## src/rtl/product_bcd_converter_if.sv

```systemverilog
// rtl/product_bcd_converter_if.sv - start/result bundle between a requester and the binary-to-BCD converter
interface product_bcd_converter_if #(
    parameter int WIDTH  = 16,
    parameter int DIGITS = 5
);
    logic                  start;
    logic [WIDTH-1:0]      bin;
    logic                  busy;
    logic                  done;
    logic [4*DIGITS-1:0]   bcd;
    logic [DIGITS-1:0]     blank;

    modport master (
        output start, bin,
        input  busy, done, bcd, blank
    );

    modport slave (
        input  start, bin,
        output busy, done, bcd, blank
    );
endinterface

```

## src/rtl/product_bcd_converter.sv

```systemverilog
// rtl/product_bcd_converter.sv - sequential double-dabble binary-to-BCD converter with leading-zero blanking
module product_bcd_converter #(
    parameter int WIDTH  = 16,
    parameter int DIGITS = 5
) (
    input  logic                   clk,
    input  logic                   reset,
    product_bcd_converter_if.slave bus
);
    localparam int CW = $clog2(WIDTH + 1);
    localparam int SW = 4 * DIGITS;
    localparam logic [CW-1:0] LAST_CNT = CW'(WIDTH - 1);

    localparam logic [1:0] ST_IDLE  = 2'd0;
    localparam logic [1:0] ST_SHIFT = 2'd1;
    localparam logic [1:0] ST_DONE  = 2'd2;

    logic [1:0]        state_q,   state_d;
    logic [SW-1:0]     scratch_q, scratch_d;
    logic [WIDTH-1:0]  bin_q,     bin_d;
    logic [CW-1:0]     cnt_q,     cnt_d;
    logic [SW-1:0]     bcd_q,     bcd_d;
    logic [DIGITS-1:0] blank_q,   blank_d;

    logic [SW-1:0]     adj;
    logic [SW-1:0]     scratch_shift;
    logic [DIGITS-1:0] blank_calc;
    logic              zero_above;

    // One double-dabble step: add-3 correction, then pull in the next binary MSB.
    always_comb begin
        adj = scratch_q;
        for (int k = 0; k < DIGITS; k++) begin
            if (scratch_q[4*k +: 4] >= 4'd5) begin
                adj[4*k +: 4] = scratch_q[4*k +: 4] + 4'd3;
            end
        end
        scratch_shift = SW'({adj, bin_q[WIDTH-1]});
    end

    // Digit 0 is never blanked so a zero result still shows "0".
    always_comb begin
        blank_calc = '0;
        zero_above = 1'b1;
        for (int k = DIGITS - 1; k >= 1; k--) begin
            zero_above    = zero_above & (scratch_shift[4*k +: 4] == 4'd0);
            blank_calc[k] = zero_above;
        end
    end

    always_comb begin
        state_d   = state_q;
        scratch_d = scratch_q;
        bin_d     = bin_q;
        cnt_d     = cnt_q;
        bcd_d     = bcd_q;
        blank_d   = blank_q;
        case (state_q)
            ST_IDLE: begin
                if (bus.start) begin
                    bin_d     = bus.bin;
                    scratch_d = '0;
                    cnt_d     = '0;
                    state_d   = ST_SHIFT;
                end
            end
            ST_SHIFT: begin
                scratch_d = scratch_shift;
                bin_d     = bin_q << 1;
                cnt_d     = cnt_q + CW'(1);
                if (cnt_q == LAST_CNT) begin
                    bcd_d   = scratch_shift;
                    blank_d = blank_calc;
                    state_d = ST_DONE;
                end
            end
            ST_DONE: begin
                state_d = ST_IDLE;
            end
            default: begin
                state_d = ST_IDLE;
            end
        endcase
    end

    always_ff @(posedge clk) begin
        if (reset) begin
            state_q   <= ST_IDLE;
            scratch_q <= '0;
            bin_q     <= '0;
            cnt_q     <= '0;
            bcd_q     <= '0;
            blank_q   <= {{(DIGITS-1){1'b1}}, 1'b0};
        end else begin
            state_q   <= state_d;
            scratch_q <= scratch_d;
            bin_q     <= bin_d;
            cnt_q     <= cnt_d;
            bcd_q     <= bcd_d;
            blank_q   <= blank_d;
        end
    end

    assign bus.busy  = (state_q != ST_IDLE);
    assign bus.done  = (state_q == ST_DONE);
    assign bus.bcd   = bcd_q;
    assign bus.blank = blank_q;
endmodule

```

## src/flat_wrapper.sv

```systemverilog
// flat-port wrapper written by rule: the top's interface ports become plain ports
module product_bcd_converter_flat 
#(
    parameter int WIDTH  = 16,
    parameter int DIGITS = 5
)
  (clk, reset, bus_start, bus_bin, bus_busy, bus_done, bus_bcd, bus_blank);
  product_bcd_converter_if #(.WIDTH(WIDTH), .DIGITS(DIGITS)) bus_i ();
  input  logic clk;
  input  logic reset;
  input wire logic [$bits(bus_i.start)-1:0] bus_start;
  input wire logic [$bits(bus_i.bin)-1:0] bus_bin;
  output wire logic [$bits(bus_i.busy)-1:0] bus_busy;
  output wire logic [$bits(bus_i.done)-1:0] bus_done;
  output wire logic [$bits(bus_i.bcd)-1:0] bus_bcd;
  output wire logic [$bits(bus_i.blank)-1:0] bus_blank;
  assign bus_i.start = bus_start;
  assign bus_i.bin = bus_bin;
  assign bus_busy = bus_i.busy;
  assign bus_done = bus_i.done;
  assign bus_bcd = bus_i.bcd;
  assign bus_blank = bus_i.blank;
  product_bcd_converter #(.WIDTH(WIDTH), .DIGITS(DIGITS)) u_core (.clk(clk), .reset(reset), .bus(bus_i));
endmodule
```

## config.mk

```make
export PLATFORM = sky130hd
export DESIGN_NAME = product_bcd_converter_flat
export DESIGN_NICKNAME = d
export VERILOG_FILES = /design/src/rtl/product_bcd_converter_if.sv /design/src/rtl/product_bcd_converter.sv /design/src/flat_wrapper.sv
export SDC_FILE = /design/constraint.sdc
export NUM_CORES = 1
export LEC_CHECK = 0
export CAP_MARGIN = 40
export CORE_MARGIN = 3
export CORE_UTILIZATION = 54
export DETAILED_ROUTE_END_ITERATION = 6
export GPL_TIMING_DRIVEN = 0
export PLACE_DENSITY = 0.8
export SLEW_MARGIN = 10
export SYNTH_ARGS = -nofsm -noshare
export SYNTH_HDL_FRONTEND = slang
export SYNTH_SLANG_ARGS = --single-unit
```

## constraint.sdc

```tcl
create_clock -name clk -period 2.15 [get_ports clk]
set_input_delay 0.43 -clock clk [delete_from_list [all_inputs] [get_ports clk]]
set_output_delay 0.43 -clock clk [all_outputs]
set_load 0.05 [all_outputs]
```

==> results.yml, run 1 <==
logic_synthesis:
  synth_area_leaders: "dfxtp_1, a21oi_1, nand2_1"
  synth_cell_type_count: 38
  ys_seq_area_frac: 0.435
  synth_top_area_share: 0.435
  synth_top_area_cell: "dfxtp_1"
  ys_warn_count: 0
  async_reset_ff_frac: 0
  ys_seq_elements: 67
  synth-main-ff-cell: "dfxtp_1"
  synth_cells: 375
  syn-num-nets: 406
  avgSynthCellArea_sq_um: 8.21
  syn_area_sq_mm: 0.00308
  synth_edf_count: 0
timing:
  setup_viol: 0
  relSlewSlack: 0.599
  finalSetupTns_ns: 0
  hold_viol: 0
  finalCritPeriodShare: 0.972
  finClkSkew_ns: 0.0114
  fin_crit_ns: 2.09
  max_freq_mhz: 479
  rsz0062_at_grt: "yes"
  tightest_slew_ns: 0.601
  slew_violations: 0
die:
  core-area_sq_mm: 0.00530
  rows: 26
  dieArea_sq_mm: 0.00665
  die_h_um: 81.5
  die_width_um: 81.5
  initial_core_util: 0.581
  io_pins: 46
clock_network:
  cts_buffer_depth: 2
  clock_latency_ns: 0.36
  cts_root_buffer: "clkbuf_8"
  cts_tree: "yes"
  cts_made_buffers: 9
  ctsHoldBuffers: 0
  htree_levels: 3
  clock_sinks: 67
  clkTransAtPathRegs_ns: 0.07
  post_cts_buffers: 0
critical_path:
  r2r_cells: 8
  reg2reg_to: "u_core.bus.blank[1]"
  endpoint_kind: "flop"
  worstSetupPathType: "reg2reg"
  critPathArrivalTime_ns: 2.36
  path_max_fanout: 4
  r2r-start: "u_core.cnt_q[0]"
  worst-r2r-setup-slack_ns: 0.06
  worstPathRequired_ns: 2.43
  crit_path_start_kind: "flop"
finish:
  layout_common_cells: "dfxtp_1, nand2_1, a21oi_1"
  final_nets: 460
  final_cell_count_no_fill: 504
  num-fill-cells: 416
  layout_commonest_cell: "dfxtp_1"
  n_antenna_cell: 0
  drive_gt1_frac: 0.0737
  stdcell_area_sq_mm: 0.00385
  syn2layout_area_growth_pct: 25.0
place:
  placed_area_sq_mm: 0.00360
  dp.cells: 488
  dp_hpwl_um: 5390
  finalWeightedCongestion: 0.881
  port_buffers: 43
pwr:
  vdd_drop_max_mv: 0.584
  leakage_nw: 1.42
  power_density_mw_per_mm2: 693
route:
  drtIter0Drc: 250
  drt-pass1-iter-count: 5
  detail-route-antenna-nets: 0
  wl_per_cell_um: 15.5
  drt_wl_total_um: 7830
  viasPerCell: 5.79
  drc: 0
  dr_total_vias: 2917
global_route:
  grt_first_pass_wirelength_um: 12800
  gr-total-overflow: 0
  grt_pass1_vias: 2681
  antenna_found_initial: 0
  grt_start_max_net_pins: 12
  grt_usage: 0.255
hold_path:
  hp-start: "u_core.bus.bcd[6]"
  hold_class: "reg2reg"
  hold_end: "u_core.bus.bcd[6]"
  holdPathStages: 2
flow_run:
  maxCapViolations: 0
run_status:
  status: "completed"
kinds of logic after synthesis:
kind of cell,after synthesis,share of synthesized area
compound gates,107,0.213
xor+xnor,5,0.0142
fa+ha+maj,12,0.0487
buf+inv,36,0.0504
flops,67,0.435
mux,9,0.0292
other cells,1,0.00122
simple gates,138,0.208
Yosys cell counts, types with 9 or more instances:
master    count
mux2i_1       9
nand2_1      61
a21oi_1      56
inv_1        13
o21ai_0      14
nand3_1      20
clkbuf_1     12
nor2_1       23
dfxtp_1      67
ha_1         12
a22oi_1      19
flip-flops by register name (all words and copies together) (netlist names):
signal            cells
u_core.state_q        2
u_core.bus.bcd       20
u_core.scratch_q     20
u_core.bin_q         16
u_core.bus.blank      4
u_core.cnt_q          5
layout make-up:
| class | count | area [sq um] | area share |
|---|---|---|---|
| Tap cell | 70 | 87.6 | 0.0227 |
| Clock inverter | 4 | 72.6 | 0.0188 |
| Clock buffer | 12 | 155 | 0.0403 |
| Sequential cell | 67 | 1340 | 0.349 |
| Timing Repair Buffer | 43 | 435 | 0.113 |
| Inverter | 13 | 48.8 | 0.0127 |
| Buffer | 23 | 106 | 0.0276 |
| Multi-Input combinational cell | 272 | 1600 | 0.416 |
through the flow:
stage                     setup WS [ns]  total power, W  utilization  hold slack, ns
after global placement          -0.0527         0.00149        0.679           0.442
after global routing            -0.0243         0.00275        0.726           0.472
after CTS                        0.0273         0.00268        0.723           0.457
after floorplan                   0.280         0.00141            -           0.437
after detailed placement        -0.0846         0.00149        0.679           0.446
final                            0.0612         0.00267        0.726           0.454
worst max-delay path, stage by stage (launching register included):
cell	delay (ns)
dfxtp_2	0.36
ha_1	0.18
and3_1	0.17
ha_2	0.22
inv_1	0.11
a2111oi_4	0.33
and3b_1	0.28
nand4_4	0.11
o31ai_2	0.24
power by group:
part           internal (W)  switching (W)  total (W)
Sequential          0.00126      0.0000145    0.00128
Combinational     0.0000698       0.000121   0.000190
Clock              0.000715       0.000483    0.00120
repair_timing:
action	CTS	global route
hold endpoints to repair	0	0
setup endpoints to repair	20	5
resized for setup	3	4
pin swaps	0	2
worst max path at each step:
stage	from	to	slack (ns)
after global routing	u_core.cnt_q[1]	u_core.bus.bcd[16]	-0.02
final	u_core.cnt_q[0]	u_core.bus.blank[1]	0.06
after detailed placement	u_core.cnt_q[0]	u_core.bus.bcd[16]	-0.08
after CTS	u_core.state_q[0]	bus_busy	0.03
after global placement	u_core.cnt_q[0]	u_core.bus.bcd[16]	-0.05
after floorplan	u_core.cnt_q[0]	u_core.bus.blank[1]	0.28
routing by layer:
layer,GRT usage,up-vias,wire length [um]
met2,0.424,116,3780
met4,0.0878,0,147
li1,-,1413,-
met3,0.0592,15,559
met5,0,-,0
met1,0.324,1373,3350
(Power assumes the default switching activity.)
==> run 2: changes to the inputs <==
--- a/config.mk
+++ b/config.mk
@@ -6,11 +6,14 @@
 export NUM_CORES = 1
 export LEC_CHECK = 0
 export CAP_MARGIN = 40
+export CORE_ASPECT_RATIO = 0.7
 export CORE_MARGIN = 3
-export CORE_UTILIZATION = 54
+export CORE_UTILIZATION = 56
+export CTS_BUF_LIST = sky130_fd_sc_hd__clkbuf_8
 export DETAILED_ROUTE_END_ITERATION = 6
 export GPL_TIMING_DRIVEN = 0
-export PLACE_DENSITY = 0.8
+export PLACE_DENSITY = 0.82
+export SKIP_CTS_REPAIR_TIMING = 1
 export SLEW_MARGIN = 10
 export SYNTH_ARGS = -nofsm -noshare
 export SYNTH_HDL_FRONTEND = slang
==> run 2 against run 1 <==
Effect of this change:
- setup slack better by 0.030 ns
- fmax grew 1.5%
- clock-buffer cell count down 2
- sequential power is essentially flat
- non-clock buffer count up 2
- worst hold slack improved by 0.0020 ns
- flip-flop and latch count stayed put
- register-to-register slack improved by 0.03 ns
- critical path depth shrank 1
- clock power decreased by 27%
- global-route usage up 1.2 points
- power down 12%
- highest routed layer unchanged
==> results.yml, run 2 (synthesis gave the netlist of run 1 again) <==
place:
  port_buffers: 43
  finalWeightedCongestion: 0.851
  dp_hpwl_um: 5780
  pre_cts_slack_ns: -0.0728
timing:
  tightest_slew_ns: 0.582
  finalWorstSetupSlack_ns: 0.0910
  relSlewSlack: 0.612
  hold_viol: 0
  slew_violations: 0
  max_freq_mhz: 486
  finClkSkew_ns: 0.00705
  setup_viol: 0
  timing.hold.ws_ns: 0.456
  fin_crit_ns: 2.06
  rsz0062_at_grt: "no"
  finalCritPeriodShare: 0.958
route:
  viasPerCell: 5.72
  drt_wl_total_um: 8090
  wl_per_cell_um: 16.1
  detail-route-antenna-nets: 0
  drtIter0Drc: 208
  drt-pass1-iter-count: 5
  drc: 0
  dr_total_vias: 2885
hold_path:
  hold_class: "reg2reg"
pwr:
  comb_power_share: 0.081
  p_int_w: 0.00176
  seqPwrFrac: 0.546
  power_density_mw_per_mm2: 617
  power_w: 0.00234
  vdd_drop_max_mv: 0.441
  leakage_nw: 1.41
  swShare: 0.248
  switchingPower_w: 0.000580
  clockPowerShare: 0.373
global_route:
  grt_start_max_net_pins: 11
  grt_first_pass_wirelength_um: 12900
  antenna_found_initial: 0
  grt_pass1_vias: 2695
  grt_usage: 0.267
  gr-total-overflow: 0
clock_network:
  htree_levels: 3
  cts_tree: "yes"
  clock_sinks: 67
  cts_root_buffer: "clkbuf_8"
  clock_latency_ns: 0.34
  cts_buffer_depth: 2
  clkTransAtPathRegs_ns: 0.07
  cts_made_buffers: 9
die:
  core-area_sq_mm: 0.00504
  die_h_um: 68.1
  io_pins: 46
  rows: 21
  die_width_um: 94.6
  initial_core_util: 0.611
  dieArea_sq_mm: 0.00644
critical_path:
  worstPathRequired_ns: 2.38
  worstSetupPathType: "reg2reg"
  path_max_fanout: 5
  endpoint_kind: "flop"
  critPathArrivalTime_ns: 2.29
  crit_path_start_kind: "flop"
flow_run:
  maxCapViolations: 0
finish:
  syn2layout_area_growth_pct: 23.4
  n_antenna_cell: 0
  drive_gt1_frac: 0.0805
  num-fill-cells: 386
  final_nets: 462
  layout_common_cells: "dfxtp_1, nand2_1, a21oi_1"
  layout_commonest_cell: "dfxtp_1"
run_status:
  status: "completed"
[run 2: cell types whose count changed in the layout (fill, tap and decap cells not counted), sizes merged]
| cell | before | now |
|---|---|---|
| inv | 13 | 15 |
| clkinvlp | 1 | 0 |
| clkbuf | 24 | 22 |
| clkinv | 1 | 3 |
| buf | 11 | 13 |
| bufinv | 2 | 0 |
[run 2: layout make-up]
cell class	count	area, sq um	share of cell area
Multi-Input combinational cell	272	1610	0.423
Sequential cell	67	1340	0.353
Timing Repair Buffer	45	450	0.118
Clock buffer	10	138	0.0362
Buffer	23	106	0.0280
Tap cell	69	86.3	0.0227
Inverter	13	48.8	0.0128
Clock inverter	5	22.5	0.00592
[run 2: path summary, 6_finish.rpt]
path                                      startpoint                  end  slack, ns  depth (start not counted)
worst max-delay path            u_core.scratch_q[16]  u_core.bus.blank[4]       0.09                          7
worst min-delay path                u_core.bin_q[14]     u_core.bin_q[14]       0.46                          2
worst max register to register  u_core.scratch_q[16]  u_core.bus.blank[4]       0.09                          7
worst min register to register      u_core.bin_q[14]     u_core.bin_q[14]       0.46                          2
[run 2: power groups by stage]
stage	Sequential, W	Clock, W	Combinational (W)
5_1_grt	0.00128	0.000929	0.000207
3_3_place_gp	0.00131	0	0.000184
4_1_cts	0.00128	0.000884	0.000187
6_report	0.00128	0.000874	0.000190
2_1_floorplan	0.00130	0	0.000112
3_5_place_dp	0.00131	0	0.000186
[run 2: worst max-delay path, cell delays in order, from the launching register on]
cell       delay [ns]
dfxtp_1          0.43
inv_1            0.09
ha_1             0.30
nor3b_1          0.41
a2111oi_4        0.08
and3b_2          0.24
buf_4            0.13
a221o_1          0.28
[run 2: through the flow]
| stage | area, sq um | utilization | TNS (ns) | cells |
|---|---|---|---|---|
| 3_3_place_gp | 3600 | 0.713 | -0.181 | 487 |
| 5_1_grt | 3800 | 0.753 | 0 | 504 |
| 6_report | 3800 | 0.753 | 0 | 504 |
| 3_5_place_dp | 3600 | 0.713 | -0.408 | 487 |
| 4_1_cts | 3760 | 0.745 | -0.650 | 502 |
| 2_1_floorplan | 3080 | - | 0 | 375 |
[run 2: layer usage]
metal  GRT usage  up-vias  part of all wire  wire length [um]
met5           0        -                 0                 0
met4      0.0881        0             0.010                83
met3      0.0890       10             0.091               734
met2       0.405      116              0.44              3590
met1       0.360     1342              0.46              3680
li1            -     1417                 -                 -
